--- config.mk ---
export PLATFORM = sky130hd
export DESIGN_NAME = midi_rx_framer
export DESIGN_NICKNAME = d
export VERILOG_FILES = /design/src/rtl/midi_rx_framer.sv
export SDC_FILE = /design/constraint.sdc
export NUM_CORES = 1
export LEC_CHECK = 0
export CORE_ASPECT_RATIO = 0.8
export CORE_MARGIN = 2
export CORE_UTILIZATION = 45
export DETAILED_ROUTE_END_ITERATION = 12
export HOLD_SLACK_MARGIN = 0.15
export PLACE_DENSITY_LB_ADDON = 0.2
export SYNTH_ARGS = -nofsm -noshare
export SYNTH_HDL_FRONTEND = slang
export SYNTH_SLANG_ARGS = --single-unit
--- constraint.sdc ---
create_clock -name clk -period 4.55 [get_ports clk]
set_clock_uncertainty 0.15 [all_clocks]
set_input_delay 0.6825 -clock clk [delete_from_list [all_inputs] [get_ports clk]]
set_output_delay 0.6825 -clock clk [all_outputs]
set_load 0.1 [all_outputs]
--- src/rtl/midi_rx_framer.sv ---
// MIDI UART receiver plus channel-message assembler.
// Define MIDI_RX_RUNNING_STATUS_EN to keep status across messages.
module midi_rx_framer #(
  parameter int CLKS_PER_BIT = 1600,
  parameter int DATA_BITS    = 8
) (
  input  logic       clk,
  input  logic       rst,
  input  logic       rx,
  output logic [7:0] rx_byte,
  output logic       rx_valid,
  output logic       frame_err,
  output logic [7:0] msg_status,
  output logic [7:0] msg_data1,
  output logic [7:0] msg_data2,
  output logic       msg_valid,
  output logic       busy
);

  localparam int CW = $clog2(CLKS_PER_BIT);
  localparam logic [CW-1:0] HALF = CW'(CLKS_PER_BIT/2-1);
  localparam logic [CW-1:0] FULL = CW'(CLKS_PER_BIT-1);
  localparam logic [CW-1:0] ONE  = CW'(1);
  localparam logic [3:0]    LAST = 4'(DATA_BITS-1);

`ifdef MIDI_RX_RUNNING_STATUS_EN
  localparam logic RS_EN = 1'b1;
`else
  localparam logic RS_EN = 1'b0;
`endif

  typedef enum logic [2:0] {
    IDLE, START, DATA, STOP, BRK
  } state_t;

  state_t state, state_n;

  logic rx_s1, rx_s2;
  logic [CW-1:0] cnt;
  logic [3:0] bit_idx;
  logic [DATA_BITS-1:0] shreg;

  logic half_hit, full_hit, last_bit;
  logic cnt_clr, bit_clr, take_bit;
  logic stop_ok, stop_bad;

  assign half_hit = (cnt == HALF);
  assign full_hit = (cnt == FULL);
  assign last_bit = (bit_idx == LAST);
  assign busy     = (state != IDLE);

  always_ff @(posedge clk) begin
    if (rst) begin
      rx_s1 <= 1'b1;
      rx_s2 <= 1'b1;
    end else begin
      rx_s1 <= rx;
      rx_s2 <= rx_s1;
    end
  end

  always_ff @(posedge clk) begin
    if (rst) state <= IDLE;
    else     state <= state_n;
  end

  always_comb begin
    state_n = state;
    unique case (state)
      IDLE:  if (!rx_s2) state_n = START;
      START: if (half_hit)
               state_n = rx_s2 ? IDLE : DATA;
      DATA:  if (full_hit && last_bit)
               state_n = STOP;
      STOP:  if (full_hit)
               state_n = rx_s2 ? IDLE : BRK;
      BRK:   if (rx_s2) state_n = IDLE;
      default: state_n = IDLE;
    endcase
  end

  always_comb begin
    cnt_clr  = 1'b0;
    bit_clr  = 1'b0;
    take_bit = 1'b0;
    stop_ok  = 1'b0;
    stop_bad = 1'b0;
    unique case (state)
      IDLE:  cnt_clr = 1'b1;
      START: begin
        cnt_clr = half_hit;
        bit_clr = 1'b1;
      end
      DATA: begin
        cnt_clr  = full_hit;
        take_bit = full_hit;
      end
      STOP: begin
        cnt_clr  = full_hit;
        stop_ok  = full_hit & rx_s2;
        stop_bad = full_hit & ~rx_s2;
      end
      BRK:     cnt_clr = 1'b1;
      default: cnt_clr = 1'b1;
    endcase
  end

  always_ff @(posedge clk) begin
    if (rst) begin
      cnt       <= '0;
      bit_idx   <= '0;
      shreg     <= '0;
      rx_byte   <= '0;
      rx_valid  <= 1'b0;
      frame_err <= 1'b0;
    end else begin
      rx_valid  <= stop_ok;
      frame_err <= stop_bad;
      cnt <= cnt_clr ? '0 : cnt + ONE;
      if (bit_clr)
        bit_idx <= '0;
      else if (take_bit)
        bit_idx <= bit_idx + 4'd1;
      // LSB arrives first, so shift toward bit 0
      if (take_bit)
        shreg <= {rx_s2, shreg[DATA_BITS-1:1]};
      if (stop_ok)
        rx_byte <= 8'(shreg);
    end
  end

  logic       have_st, need2, dcnt;
  logic [7:0] st_q, d1_q;
  logic       is_rt, is_sys, is_stat, is_dat;

  assign is_rt   = (rx_byte[7:3] == 5'b11111);
  assign is_sys  = (rx_byte[7:3] == 5'b11110);
  assign is_dat  = ~rx_byte[7];
  assign is_stat = rx_byte[7] & (rx_byte[7:4] != 4'hF);

  always_ff @(posedge clk) begin
    if (rst) begin
      have_st    <= 1'b0;
      need2      <= 1'b0;
      dcnt       <= 1'b0;
      st_q       <= '0;
      d1_q       <= '0;
      msg_status <= '0;
      msg_data1  <= '0;
      msg_data2  <= '0;
      msg_valid  <= 1'b0;
    end else begin
      msg_valid <= 1'b0;
      if (frame_err) begin
        dcnt    <= 1'b0;
        have_st <= have_st & RS_EN;
      end else if (rx_valid) begin
        unique case (1'b1)
          is_rt: begin
          end
          is_sys: begin
            have_st <= 1'b0;
            dcnt    <= 1'b0;
          end
          is_stat: begin
            st_q    <= rx_byte;
            have_st <= 1'b1;
            need2   <= (rx_byte[7:5] != 3'b110);
            dcnt    <= 1'b0;
          end
          is_dat: begin
            if (have_st) begin
              if (!need2 || dcnt) begin
                msg_status <= st_q;
                msg_data1  <= need2 ? d1_q : rx_byte;
                msg_data2  <= need2 ? rx_byte : 8'h00;
                msg_valid  <= 1'b1;
                dcnt       <= 1'b0;
                have_st    <= RS_EN;
              end else begin
                d1_q <= rx_byte;
                dcnt <= 1'b1;
              end
            end
          end
          default: begin
          end
        endcase
      end
    end
  end

endmodule

After elaboration in Yosys (flattened, before gate mapping). Index checks and enable logic that the tools add are counted.

$lt $le $gt $ge: 0. Eq/ne operators: 16. Bitwise operators: 10. Muxes and demuxes: 22. Add/subtract/negate cells: 2. Reductions and logical operators: 20. Divide/modulo/power cells: 0. Shift operators: 0. $mul: 0.

Operator list (number): $mux W3 (6); $pmux W3 S5 (1); $reduce_and A5 Y1 (3); $mux W7 (2); $reduce_or A2 Y1 (6); $add A11 B1 Y11 const B (1); $eq A11 B10 Y1 const B (1); $eq A11 B11 Y1 const B (1); $ne A2 B2 Y1 const B (5); $mux W1 (9); $not A1 Y1 (7); $eq A3 B2 Y1 const B (2); $ne A3 B3 Y1 const B (2); $reduce_and A3 Y1 (2); $reduce_bool A3 Y1 (2); $eq A5 B5 Y1 const B (1); $reduce_or A5 Y1 (1); $add A4 B1 Y4 const B (1); $eq A4 B3 Y1 const B (1); $ne A4 B4 Y1 const B (1); $pmux W1 S2 (2); $and A1 B1 Y1 (3); $eq A3 B1 Y1 const B (1); $eq A3 B3 Y1 const B (1); 8 further kinds (8).

RAM bits: 0. Word-level logic and storage cells: 88. Bits of input ports: 3. Bits in latches: 0. Memory bits (read-only): 0. Memories: 0. Register bits after elaboration: 81.

Longest topological paths before layout.
Word-level depth: 6. Mapped depth: 7. Gate-level depth less buffers: 5.

Worst setup path before layout. No wires, ideal clock.

Path kind: register -> register. Start: register rx_byte[7]. End: register msg_status[4]. Buffers on the path: 3. Setup time: 132 ps. Arrival: 2002 ps. Stages on the path, launching flop included: 8. Slack: 2266 ps. Period minus slack after synthesis: 2284 ps. Path through: dfxtp_1 -> and4bb_1 -> buf_2 -> and2_1 -> buf_4 -> buf_6 -> nand2_1 -> a21oi_1.

Cells in the longest elaborated chain, start to end: 2.

Ends and longest elaborated chain: start, declared (RTL line 10) `output logic [7:0] rx_byte,`; start signal, assigned (RTL line 128) `rx_byte <= 8'(shreg);`; $not A1 Y1 (no line); $reduce_and A5 Y1 (no line); end signal, assigned (RTL line 174) `msg_status <= st_q;`; end, declared (RTL line 13) `output logic [7:0] msg_status,`.

Every way passes these cells. A chain may end at the register's enable or synchronous reset.

Worst setup path in the final report.
Start: register state[0]. End: output busy.

Cells in the longest elaborated chain, start to end: 1.

Ends and longest elaborated chain: start, declared (RTL line 36) `state_t state, state_n;`; start signal, assigned (RTL line 64) `else state <= state_n;`; $reduce_bool A3 Y1 (RTL line 50) `assign busy = (state != IDLE);`; end, declared (RTL line 17) `output logic busy`.

Every way passes these cells.

==> flow_summary.toml <==
[logic_synthesis]
postSynthRegisterBits = 79
yosys-mux-area-fraction_pct = 9.498
postSynthCellCount = 357
postSynthAreaPerCell_um2 = 9.151
yosys_most_used_dff = "sky130_fd_sc_hd__dfxtp_1"
synthXorXnorAreaFrac_pct = 2.949
share_of_synthesized_cell_area_in_and_or_nand_and_nor_gates_pct = 23.32
sequential_area_share_after_synthesis_pct = 48.41
yosysWarningCount = 0
synth_compound_area_share_pct = 10.15
synthDistinctLibCells = 48
largest_family_of_logic_cells_by_synthesized_area = "simple AND/OR/NAND/NOR gates"
synth_area_um2 = 3267
synth_async_sr_flop_share_pct = 0
number_of_synthesized_flops_with_an_enable_pin = 0
post_synthesis_share_of_cell_area_spent_on_full_adders_half_adders_and_majority_gates_pct = 0.7660

[routing]
wl_per_cell_um = 13.90
drt_first_iter_violations = 146
route.detailed.vias_per_inst = 5.251
detail_route.first_pass.iterations = 4
postRouteAntennaNets = 0
routed_wl_mm = 6.589
post-route-drc-count = 0
detailroute.via_count = 2489

[setup_path]
crit_family = "buffers and inverters"
cp.required_ps = 3720
critical_path_arrival_ps = 2120
crit_chain = "or3_1 > clkdlybuf4s50_1"
worst_path_largest_cell_delay_ps = 1120
path_buf_inv = 1
critical_path.startpoint_type = "register"
timing_worst_setup_path_type = "reg2out"
max_fanout_on_critical_path = 10
worstSetupEndpointType = "output pin"
timing.critical_path.slowest_stage_cell = "sky130_fd_sc_hd__clkdlybuf4s50_1"

[timing]
final_period_minus_worst_setup_slack_ps = 2949
report.final.hold_viol_count = 0
slew_limit_fails = 0
slew_at_the_pin_closest_to_its_max_slew_limit_ps = 1145
max_freq_ghz = 0.3391
unrepaired_setup_endpoints_after_global_routing = "false"
period_share_pct = 64.81
number_of_setup_violations_in_the_final_report = 0
maxSlewHeadroom_pct = 23.64
timing.setup.tns_ps = 0

[placement]
buffer_ports.inserted = 36
dp.cells = 458
routabilityCongestion = 0.7788
hpwlAfterDp_mm = 4.418

[clock_tree]
clock_latency_ps = 350
cts-root-to-sink-buffers = 2
tritoncts.num_buffers = 9
numClockSinks = 79
cts.root.buffer_cell = "sky130_fd_sc_hd__clkbuf_8"
htreeDepth = 3
cts_hold_repair.buffers = 0
cts.repair.resized = 0
cts_tree = "yes"
clk_slew_on_worst_s_h_paths_ps = 80
post-cts-setup-buffers = 0

[cells_and_area]
final_layout_size_suffix_gt1_share_pct = 8.527
area_used_by_multi_input_combinational_logic_um2 = 1533
seq_area_um2 = 1582
layoutNonFillerInstCount = 474
final_stage_net_count = 387
layout-area-overhead-vs-synth_pct = 18.08
fillCellCount = 638
antenna-diode-count = 0
final_cell_mix = "sky130_fd_sc_hd__dfxtp_1, sky130_fd_sc_hd__nand2_1, sky130_fd_sc_hd__nor2_1"
mostFrequentLayoutCell = "sky130_fd_sc_hd__dfxtp_1"

[floorplanning]
initial_utilization_pct = 46.94
die_area_um2 = 7962
ioPinCount = 39
die-height_um = 80.21
die_span_in_x_um = 99.26
std_cell_rows = 27
coreArea_um2 = 6959

[global_route]
overflow = 0
grt_pass1_wl_mm = 11.23
global_route.usage.total_pct = 18.01
initial_antenna_violation_count = 0
pin_count_of_the_biggest_net_entering_global_routing = 57
vias_in_the_first_global_route = 2297

[pwr]
leakage_component_of_the_power_nw = 1.389
totalPowerFinal_mw = 1.414
vdd.ir_drop.worst_mv = 0.2254
pwr_density_cell_nw_per_um2 = 366.7

[hold_path]
hold_class = "reg2reg"

[job]
cap_violations = 0

[run_status]
run_status = "finished, final reports clean"
[through the flow]
stage	instance area [µm²]	setup slack (ps)	utilization (%)	hold slack [ps]
after global placement	3612	1994	51.91	241.1
after global routing	3857	1543	55.43	289.6
after CTS	3857	1591	55.43	269.5
after detailed placement	3612	1937	51.91	249.3
final	3857	1601	55.43	265.4
after floorplan	3271	2266	-	239.5
[routing by layer]
layer	up-vias	global-route usage, %	wire length, µm
met3	11	4.874	288
met2	48	26.42	2910
li1	1269	-	-
met4	0	7.671	111
met5	-	0	0
met1	1161	24.95	3279
[synth_stat cells, types with 4 or more instances]
library cell,count,share of area (%)
sky130_fd_sc_hd__buf_2,8,1.2
sky130_fd_sc_hd__or3_1,4,0.77
sky130_fd_sc_hd__nand4_1,5,0.96
sky130_fd_sc_hd__clkbuf_1,9,1.0
sky130_fd_sc_hd__buf_4,4,0.92
sky130_fd_sc_hd__inv_1,6,0.69
sky130_fd_sc_hd__o21ai_0,6,0.92
sky130_fd_sc_hd__mux2i_1,31,9.5
sky130_fd_sc_hd__dfxtp_1,79,48
sky130_fd_sc_hd__a211oi_2,7,2.7
sky130_fd_sc_hd__nand2_1,57,6.5
sky130_fd_sc_hd__nand3_1,19,2.9
sky130_fd_sc_hd__a21oi_1,27,4.1
sky130_fd_sc_hd__nor2_1,39,4.5
sky130_fd_sc_hd__xor2_1,9,2.4
[worst register-to-register path, delay by kind of cell (launching register included)]
family / cells / cell delay (ps)
AOI/OAI and AO/OA: 1 / 140
and+or+nand+nor: 3 / 1710
adders and majority gates: 1 / 200
DFF: 1 / 350
[logic make-up after synthesis]
family / after synthesis
AND/OR/NAND/NOR: 152
flip-flops: 79
AO/OA/AOI/OAI: 50
multiplexers: 31
buffers and inverters: 31
XOR/XNOR: 11
adder cells (fa/ha/maj): 2
other: 1
[layout make-up]
cell class                 instances  share of cell area [%]
clock buffer                      10                   3.568
sequential                        79                   41.00
multi-input combinational        248                   39.73
clock inverter                     6                   2.789
tap                               87                   2.822
timing repair buffer              37                   9.406
inverter                           7                  0.6812
[power breakdown]
part | switching, mW | internal [mW] | total, mW
Combinational | 0.0620 | 0.0230 | 0.0850
Sequential | 0.00875 | 0.697 | 0.706
Clock | 0.247 | 0.377 | 0.624
Total | 0.317 | 1.10 | 1.41
[final timing paths]
path | start | end | slack, ps | depth (start not counted)
setup reg to reg | cnt[0] | bit_idx[3] | 1920 | 5
setup / recovery | state[0] | busy | 1600 | 2
hold / removal | rx_s1 | rx_s2 | 270 | 1
hold reg to reg | rx_s1 | rx_s2 | 270 | 1
[sequential cells by signal (all words and copies together), names as in the netlist, 3 cells and up]
signal	count
bit_idx	4
cnt	11
d1_q	7
msg_data1	7
msg_data2	7
msg_status	8
rx_byte	8
shreg	8
st_q	8
state	3
(Power assumes the default switching activity.)
